**src/rtl/seg_pipelined_addsub.sv**
```systemverilog
// Pipelined add/subtract unit: the carry/borrow chain is cut into SEG-bit segments,
// one register stage per segment, with valid/ready flow control and result flags.
module seg_pipelined_addsub #(
  parameter int WIDTH = 16,
  parameter int SEG   = 4
) (
  input  logic             clk,
  input  logic             rst_n,
  input  logic             in_valid,
  output logic             in_ready,
  input  logic [WIDTH-1:0] a,
  input  logic [WIDTH-1:0] b,
  input  logic             cin,
  input  logic             sub,
  output logic             out_valid,
  input  logic             out_ready,
  output logic [WIDTH-1:0] y,
  output logic             cout,
  output logic             ovf,
  output logic             zero
);

  localparam int STAGES = WIDTH / SEG;
  localparam int LAST   = STAGES - 1;

  generate
    if (SEG < 1) begin : g_bad_seg
      $fatal(1, "seg_pipelined_addsub: SEG must be at least 1");
    end else if (WIDTH % SEG != 0) begin : g_bad_width
      $fatal(1, "seg_pipelined_addsub: WIDTH must be a multiple of SEG");
    end
  endgenerate

  // Returns {carry_out, sum} for add or {borrow_out, difference} for sub;
  // the extra top bit goes to 1 exactly when the unsigned subtraction wraps.
  function automatic logic [SEG:0] seg_op(input logic [SEG-1:0] x, input logic [SEG-1:0] z,
                                          input logic c, input logic s);
    logic [SEG:0] cx;
    cx = {{SEG{1'b0}}, c};
    if (s) seg_op = {1'b0, x} - {1'b0, z} - cx;
    else   seg_op = {1'b0, x} + {1'b0, z} + cx;
  endfunction

  // Handshake: a beat moves into stage k when stage k is empty or stage k+1 takes
  // its current beat this cycle; the final stage drains on out_ready. Input and
  // output transfers happen on valid && ready at the rising edge.
  logic [STAGES-1:0] v;
  logic [WIDTH-1:0]  ra [STAGES];
  logic [WIDTH-1:0]  rb [STAGES];
  logic [WIDTH-1:0]  rr [STAGES];
  logic              rc [STAGES];
  logic              rs [STAGES];
  logic              ovf_q, zero_q;

  logic [STAGES-1:0] acc;
  logic [WIDTH-1:0]  src_a [STAGES];
  logic [WIDTH-1:0]  src_b [STAGES];
  logic [WIDTH-1:0]  src_r [STAGES];
  logic              src_c [STAGES];
  logic              src_s [STAGES];
  logic [STAGES-1:0] src_v;
  logic [SEG:0]      seg_res [STAGES];
  logic [WIDTH-1:0]  nxt_r [STAGES];
  logic              nxt_c [STAGES];
  logic              sa, sb, sy, ovf_n, zero_n;

  always_comb begin : ready_chain
    logic down;
    down = out_ready;
    for (int k = STAGES - 1; k >= 0; k--) begin
      acc[k] = !v[k] || down;
      down   = acc[k];
    end
  end

  always_comb begin : datapath
    src_a[0] = a;
    src_b[0] = b;
    src_r[0] = '0;
    src_c[0] = cin;
    src_s[0] = sub;
    src_v[0] = in_valid;
    for (int k = 1; k < STAGES; k++) begin
      src_a[k] = ra[k-1];
      src_b[k] = rb[k-1];
      src_r[k] = rr[k-1];
      src_c[k] = rc[k-1];
      src_s[k] = rs[k-1];
      src_v[k] = v[k-1];
    end
    for (int k = 0; k < STAGES; k++) begin
      seg_res[k] = seg_op(src_a[k][k*SEG +: SEG], src_b[k][k*SEG +: SEG], src_c[k], src_s[k]);
      nxt_r[k]   = src_r[k];
      nxt_r[k][k*SEG +: SEG] = seg_res[k][SEG-1:0];
      nxt_c[k]   = seg_res[k][SEG];
    end
  end

  assign sa     = src_a[LAST][WIDTH-1];
  assign sb     = src_b[LAST][WIDTH-1];
  assign sy     = nxt_r[LAST][WIDTH-1];
  assign ovf_n  = src_s[LAST] ? ((sa != sb) && (sy != sa)) : ((sa == sb) && (sy != sa));
  assign zero_n = ~|nxt_r[LAST];

  always_ff @(posedge clk) begin
    if (!rst_n) begin
      v      <= '0;
      ovf_q  <= 1'b0;
      zero_q <= 1'b0;
      for (int k = 0; k < STAGES; k++) begin
        ra[k] <= '0;
        rb[k] <= '0;
        rr[k] <= '0;
        rc[k] <= 1'b0;
        rs[k] <= 1'b0;
      end
    end else begin
      for (int k = 0; k < STAGES; k++) begin
        if (acc[k]) begin
          v[k] <= src_v[k];
          // Data only moves with a real beat so an idle output keeps its last value.
          if (src_v[k]) begin
            ra[k] <= src_a[k];
            rb[k] <= src_b[k];
            rr[k] <= nxt_r[k];
            rc[k] <= nxt_c[k];
            rs[k] <= src_s[k];
          end
        end
      end
      if (acc[LAST] && src_v[LAST]) begin
        ovf_q  <= ovf_n;
        zero_q <= zero_n;
      end
    end
  end

  assign in_ready  = rst_n && acc[0];
  assign out_valid = v[LAST];
  assign y         = rr[LAST];
  assign cout      = rc[LAST];
  assign ovf       = ovf_q;
  assign zero      = zero_q;

endmodule

```
**config.mk**
```make
export PLATFORM = sky130hd
export DESIGN_NAME = seg_pipelined_addsub
export DESIGN_NICKNAME = d
export VERILOG_FILES = /design/src/rtl/seg_pipelined_addsub.sv
export SDC_FILE = /design/constraint.sdc
export NUM_CORES = 1
export LEC_CHECK = 0
export ABC_AREA = 1
export CELL_PAD_IN_SITES_DETAIL_PLACEMENT = 1
export CELL_PAD_IN_SITES_GLOBAL_PLACEMENT = 2
export CORE_MARGIN = 2
export CORE_UTILIZATION = 36
export CTS_CLUSTER_DIAMETER = 40
export CTS_CLUSTER_SIZE = 14
export DETAILED_ROUTE_END_ITERATION = 12
export PLACE_DENSITY = 0.84
export SKIP_LAST_GASP = 1
export SLEW_MARGIN = 20
export SYNTH_ARGS = -nofsm -noshare
export SYNTH_HDL_FRONTEND = slang
export SYNTH_SLANG_ARGS = --single-unit
export TNS_END_PERCENT = 10
```
**constraint.sdc**
```tcl
create_clock -name clk -period 2.7 [get_ports clk]
set_input_delay 0.405 -clock clk [delete_from_list [all_inputs] [get_ports clk]]
set_output_delay 0.405 -clock clk [all_outputs]
set_load 0.005 [all_outputs]
```
## Word level (Yosys, flattened, before mapping)

Memory sizes are Yosys's and may differ from the RTL's.
Cells that the tools add are included.

- $add $sub $neg: 16
- Equal/unequal tests: 3
- Mux-type cells: 42
- Bitwise logic cells: 20
- Reductions and logical operators: 14

Operators with widths:

| operator | count |
|---|---|
| $mux W16 | 12 |
| $mux W1 | 26 |
| $add A4 B4 Y5 | 4 |
| $add A5 B1 Y5 | 4 |
| $mux W5 | 4 |
| $or A1 B1 Y1 | 20 |
| $sub A4 B4 Y5 | 4 |
| $sub A5 B1 Y5 | 4 |
| $reduce_or A16 Y1 | 1 |
| $logic_not A1 Y1 | 5 |
| $logic_and A1 B1 Y1 | 4 |
| $logic_or A1 B1 Y1 | 4 |
| $ne A1 B1 Y1 | 2 |
| $eq A1 B1 Y1 | 1 |

- Register bits after elaboration: 6
- RAM bits: 200
- Input bits: 38
- Memories kept: 5

Memory list:

| memory | words | bits a word | rd ports | clocked after memory_dff | write ports | line | source |
|---|---|---|---|---|---|---|---|
| ra | 4 | 16 | 3 | 0 | 4 | 48 | `logic [WIDTH-1:0] ra [STAGES];` |
| rb | 4 | 16 | 3 | 0 | 4 | 49 | `logic [WIDTH-1:0] rb [STAGES];` |
| rr | 4 | 16 | 4 | 0 | 4 | 50 | `logic [WIDTH-1:0] rr [STAGES];` |
| rc | 4 | 1 | 4 | 0 | 4 | 51 | `logic rc [STAGES];` |
| rs | 4 | 1 | 3 | 0 | 4 | 52 | `logic rs [STAGES];` |

## Longest topological paths before layout

Gate-level depths: netlist (run 1).

- Depth in word-level cells: 9
- Depth in mapped cells: 12
- Depth with buffers taken out: 12

## Least setup slack after synthesis (run 1)

Ideal clock, no wire load.

- Path type: flip-flop to flip-flop
- From: memory rb[2][12] (netlist: rb[0][44])
- To: memory rc[3] (data pin)
- Setup time: 0.260 ns
- Arrival time: 1.754 ns
- Data required time: 2.440 ns
- Setup slack: 0.686 ns
- Stages on the path, launching flop included: 8
- Clock period less this slack: 2.014 ns
- Cell sequence: edfxtp_1 fa_1 fa_1 nand2_1 a21oi_1 or2_2 a21oi_1 nor3_1

RTL lines:

| what | line |
|---|---|
| start, declared | 49 |
| end, declared | 51 |

==> flow_metrics.tcl, run 1 <==
set metrics [dict create \
    diodes 0 \
    synth-xor-area-share_pct 0.3315 \
    yosysUniqueCellTypes 26 \
    crit_required_ns 2.88 \
    grt_usage_pct 13.47 \
    synth_fp_nets 620 \
    viasPerCell 4.466 \
    worstSetupPathType "in2reg" \
    worstSetupEndpointType "register" \
    grt_pass1_wl_um 17240 \
    routabilityCongestion 0.8202 \
    p_leak_nw 2.765 \
    drc 0 \
    start_util_pct 36.63 \
    antenna_left 0 \
    numCtsBuffers 9 \
    dp_slack_ns 0.1020 \
    yosysTopAreaCellShare_pct 52.29 \
    synth-simple-area-share_pct 16.32 \
    wl_um 10040 \
    synthAdderAreaFrac_pct 12.69 \
    cts.repair.resized 0 \
    synthTopCellsByArea "edfxtp_1, inv_1, nor2_1" \
    start_kind "input port" \
    setup_viol 0 \
    synth_top_area_cell "edfxtp_1" \
    final_cell_mix "inv_1, nor2_1, edfxtp_1" \
    cts_hold_buf 0 \
    clock_latency_ns 0.35 \
    via_count 3537 \
    placementRows 44 \
    dieArea_um2 15660 \
    worst_pin_slew_ns 0.6348 \
    fin_ws_ns 0.4401 \
    synth_top_family_by_area "simple AND/OR/NAND/NOR gates" \
    first_global_vias 3781 \
    root_buffer "clkbuf_16" \
    syn-instance-count 538 \
    setup_tns_ns 0 \
    status "finished clean" \
    place_hpwl_um 7728 \
    grt_overflow 0 \
    final_common_cell "inv_1" \
    ir_drop_uv 293.2 \
    grt_start_max_net_pins 31 \
    rsz0062_at_grt "no" \
    yosys_warnings 0 \
    cp.arrival_ns 2.44 \
    antenna_found_initial 0 \
    synth_compound_area_share_pct 4.002 \
    dr.pass1.iters 4 \
    die_y_um 125.2 \
    ys_seq_elements 101 \
    hold_class "reg2reg" \
    critical_path_peak_fanout 2 \
    period_share_pct 83.70 \
    synth_area_um2 5284 \
    fmax_mhz 442.5 \
    ys_seq_area_share_pct 55.70 \
    cts_tree "done" \
    cap_violations 0 \
    finish.utilization_pct 44.25 \
    htree_levels 3 \
    post_cts_buffers 0 \
    routedWlPerCell_um 12.68 \
    finalMaxSlewViolations 0 \
    hold_violations 0 \
    port-buffer-count 58 \
    drtIter0Drc 204 \
    relSlewSlack_pct 57.57 \
    clock-sinks 101 \
    synth_area_per_cell_um2 9.821 \
    drive_gt1_share_pct 5.757 \
    fin_crit_ns 2.260 \
    skew_ns 0.007983 \
    finalNetCount 685 \
    clockBufferDepth 2 \
    power_density_nw_per_um2 571.3 \
    area_growth_pct 20.79 \
    die-width_um 125.2 \
    cts.clk_slew.worst_paths_ns 0.07 \
    core-area_um2 14420 \
    synth_mux_area_share_pct 0 \
    io_pins 59 \
]
## cells by family (layout without fill, tap and decap cells)
family                   after synthesis  after routing
adder cells (fa/ha/maj)               44             44
AO/OA/AOI/OAI                         41             41
AND/OR/NAND/NOR                      201            201
flip-flops                           101            101
buffers and inverters                149            219
XOR/XNOR                               2              2
## final cells by class
class	instances	area [um2]
Clock inverter	7	78.83
Clock buffer	9	225.2
Inverter	140	525.5
Fill cell	1639	8041
Multi-Input combinational cell	288	1762
Sequential cell	101	2943
Tap cell	184	230.2
Timing Repair Buffer	63	618.1
## worst paths after layout
path                            cells after the start  slack [ns]                     end             start
worst max-delay path                                8        0.44  rr[0][2]$_SDFFCE_PN0P_              a[0]
worst min register to register                      2        0.47        ovf$_SDFFE_PN0P_  ovf$_SDFFE_PN0P_
worst max register to register                      8        0.51           rc[2]$_DFF_P_     rc[1]$_DFF_P_
worst min-delay path                                2        0.47        ovf$_SDFFE_PN0P_  ovf$_SDFFE_PN0P_
## worst max-delay path: stages
cell and delay, ns:
clkdlybuf4s50_1 0.45, inv_1 0.07, fa_1 0.47, fa_1 0.41, nand2_1 0.09, o21ai_0 0.10
or2_2 0.29, a21oi_1 0.15
## registers in the layout, summed over array words and instances (netlist names)
name,count
rr,40
ra,24
rb,24
rc,4
v,4
rs,3
ovf,1
zero,1
## metal layers
metal	track usage (%)	wire length, um	up-vias
li1	-	-	1787
met1	15.49	4461	1669
met2	24.30	5032	65
met3	3.295	363	16
met4	4.967	187	0
met5	0	0	-
## cells in the mapped netlist
cell type / n
inv_1: 138
nor2_1: 106
edfxtp_1: 92
nand2_1: 59
ha_1: 28
a21oi_1: 25
fa_1: 16
nand3_1: 15
o21ai_0: 13
dfxtp_1: 9
buf_2: 7
nand3b_1: 4
nand4_1: 4
or2_2: 4
nor2_4: 3
inv_2: 2
nand3_2: 2
nor3_1: 2
o22ai_1: 2
a21oi_2: 1
buf_4: 1
buf_6: 1
nand2_2: 1
nand3_4: 1
xnor2_1: 1
xor2_1: 1
## power by group
| part | switching, W | leakage (nW) | internal, W |
|---|---|---|---|
| Combinational | 0.000266 | 1.56 | 0.000206 |
| Clock | 0.000596 | 0.151 | 0.000732 |
| Sequential | 0.0000438 | 1.05 | 0.00180 |
| Total | 0.000905 | 2.77 | 0.00274 |
## metrics by stage
| step | instances | power (W) | hold WS (ns) | cell area (um2) |
|---|---|---|---|---|
| floorplan | 538 | 0.002167 | 0.4652 | 5284 |
| global placement | 776 | 0.002331 | 0.4590 | 6078 |
| detailed placement | 776 | 0.002359 | 0.4702 | 6078 |
| CTS | 792 | 0.003682 | 0.4810 | 6382 |
| global route | 792 | 0.003818 | 0.4979 | 6382 |
| finish | 792 | 0.003646 | 0.4722 | 6382 |
Note: power is estimated with default switching activity, not from simulation.
==> run 2, diff against run 1 <==
CORE_UTILIZATION = 32   (was 36)
PLACE_DENSITY = 0.79   (was 0.84)
clock period = 1.8 ns   (was 2.7 ns; I/O delays follow)
==> run 2 against run 1 <==
Net effect:
- the run now ends with negative setup slack left
- core utilization shrank 2.0 points
- non-clock buffer count grew 24
- cell count grew 7.1%
- wire length shrank 2.1%
- first-iteration DRC count shrank 46%
- final area grew 5.9%
- die area grew 12%
- register-to-register slack lost 0.68 ns
- worst hold slack gained 0.024 ns
- sequential power grew 50%
- clock power grew 56%
- critical path type is now reg2reg
- largest power group unchanged
==> flow_metrics.tcl, run 2 (synthesized netlist as in run 1, its figures left out) <==
set metrics [dict create \
    drtIter0Drc 111 \
    fmax_mhz 507.1 \
    core-area_um2 16000 \
    power_density_nw_per_um2 833.5 \
    swShare_pct 23.76 \
    htree_levels 3 \
    start_util_pct 33.02 \
    die_y_um 132.5 \
    finish.utilization_pct 42.25 \
    dr.pass1.iters 4 \
    drc 0 \
    crit_required_ns 1.90 \
    skew_ns 0.004341 \
    area_growth_pct 27.94 \
    grt_pass1_wl_um 17080 \
    clockBufferDepth 2 \
    routedWlPerCell_um 11.59 \
    placementRows 46 \
    fin_crit_ns 1.972 \
    place_hpwl_um 7805 \
    viasPerCell 4.235 \
    final_cell_mix "inv_1, nor2_1, edfxtp_1" \
    first_global_vias 3770 \
    final_common_cell "inv_1" \
    clock_latency_ns 0.35 \
    p_switching_w 0.001339 \
    dp_slack_ns -0.6261 \
    seqPwrFrac_pct 49.1 \
    start_kind "register" \
    worstSetupPathType "reg2reg" \
    hold_violations 0 \
    diodes 0 \
    largest_register "rr" \
    ir_drop_uv 433.8 \
    violations "negative setup slack" \
    finalNetCount 709 \
    cap_violations 0 \
    fin_ws_ns -0.1720 \
    drive_gt1_share_pct 12.03 \
    reg_top3 "rr: 40 flops, ra: 24 flops, rb: 24 flops" \
    cp.arrival_ns 2.07 \
    root_buffer "clkbuf_16" \
    regArea_um2 2949 \
    antenna_found_initial 0 \
    p_comb_share_pct 13.9 \
    cts_tree "done" \
    placed_area_um2 6409 \
    critical_path_peak_fanout 2 \
    routabilityCongestion 0.7717 \
    grt_overflow 0 \
    setup_tns_ns -1.479 \
    clkPwrFrac_pct 37.0 \
    die-width_um 132.5 \
    holdWs_ns 0.4964 \
    hold_class "reg2reg" \
    port-buffer-count 58 \
    multi_input_area_um2 1807 \
    antenna_left 0 \
    p_leak_nw 2.911 \
    via_count 3591 \
    num-fill-cells 1861 \
    numCtsBuffers 9 \
    rsz0062_at_grt "yes" \
    relSlewSlack_pct 85.08 \
    grt_usage_pct 12.10 \
    finalMaxSlewViolations 0 \
    worstSetupEndpointType "register" \
    io_pins 59 \
    grt_start_max_net_pins 30 \
    worst_pin_slew_ns 0.2221 \
    setup_viol 18 \
    wl_um 9830 \
    dieArea_um2 17560 \
    clock-sinks 101 \
    largest_reg_flops 40 \
    period_share_pct 109.6 \
    design_area_um2 6760 \
    p_int_w 0.004296 \
    status "finished, violations left" \
    cts.clk_slew.worst_paths_ns 0.06 \
]
[run 2: cell count changes in the layout (fill, tap and decap cells not counted), moves of 5 or more]
| cell | before | now |
|---|---|---|
| o21ai_1 | 0 | 5 |
| o21ai_0 | 13 | 8 |
| buf_12 | 0 | 7 |
| fa_1 | 16 | 8 |
| fa_2 | 0 | 8 |
| buf_4 | 5 | 22 |
[run 2: routing by layer]
metal  routed length (um)  global-route usage [%]  up-vias
met4                  123                   4.182        0
met1                 4514                   14.36     1679
met2                 4813                   20.90       63
met5                    0                       0        -
met3                  379                   3.602       11
li1                     -                       -     1838
[run 2: critical path: stages, from the launching register on]
cell      delay [ns]
edfxtp_1        0.35
inv_2           0.06
fa_2            0.41
fa_2            0.37
nand2_2         0.07
a21oi_2         0.06
or2_4           0.24
a21oi_4         0.12
nor3_2          0.04
[run 2: through the flow]
step                      power, W  std cells
after floorplan           0.003262        538
after global placement    0.003567        832
after detailed placement  0.003604        832
after CTS                 0.005709        848
after global routing      0.005919        848
final                     0.005635        848
[run 2: what timing repair did]
action | in CTS | in global routing
pin swaps | 1 | 5
hold buffers | 0 | 0
setup buffers | 0 | 0
gates resized for setup | 4 | 10
setup endpoints to repair | 19 | 19
[run 2: path summary, 6_finish.rpt]
check,from,end,slack (ns),depth (start not counted)
max reg2reg,ra[0][44]$_SDFFCE_PN0P_,rc[3]$_DFFE_PP_,-0.17,8
min,ovf$_SDFFE_PN0P_,ovf$_SDFFE_PN0P_,0.50,2
max,ra[0][44]$_SDFFCE_PN0P_,rc[3]$_DFFE_PP_,-0.17,8
min reg2reg,ovf$_SDFFE_PN0P_,ovf$_SDFFE_PN0P_,0.50,2
[run 2: power by group through the flow]
stage	registers [W]	clock network, W	logic [W]
detailed placement	0.00283	0	0.000779
CTS	0.00277	0.00215	0.000788
floorplan	0.00281	0	0.000452
global placement	0.00282	0	0.000749
finish	0.00277	0.00208	0.000783
global route	0.00279	0.00223	0.000902
[run 2: layout make-up]
type | instances | share of cell area [%]
Timing Repair Buffer | 87 | 13.10
Clock inverter | 7 | 1.444
Multi-Input combinational cell | 288 | 26.73
Inverter | 140 | 7.773
Clock buffer | 9 | 3.331
Sequential cell | 101 | 43.62
Tap cell | 216 | 3.998
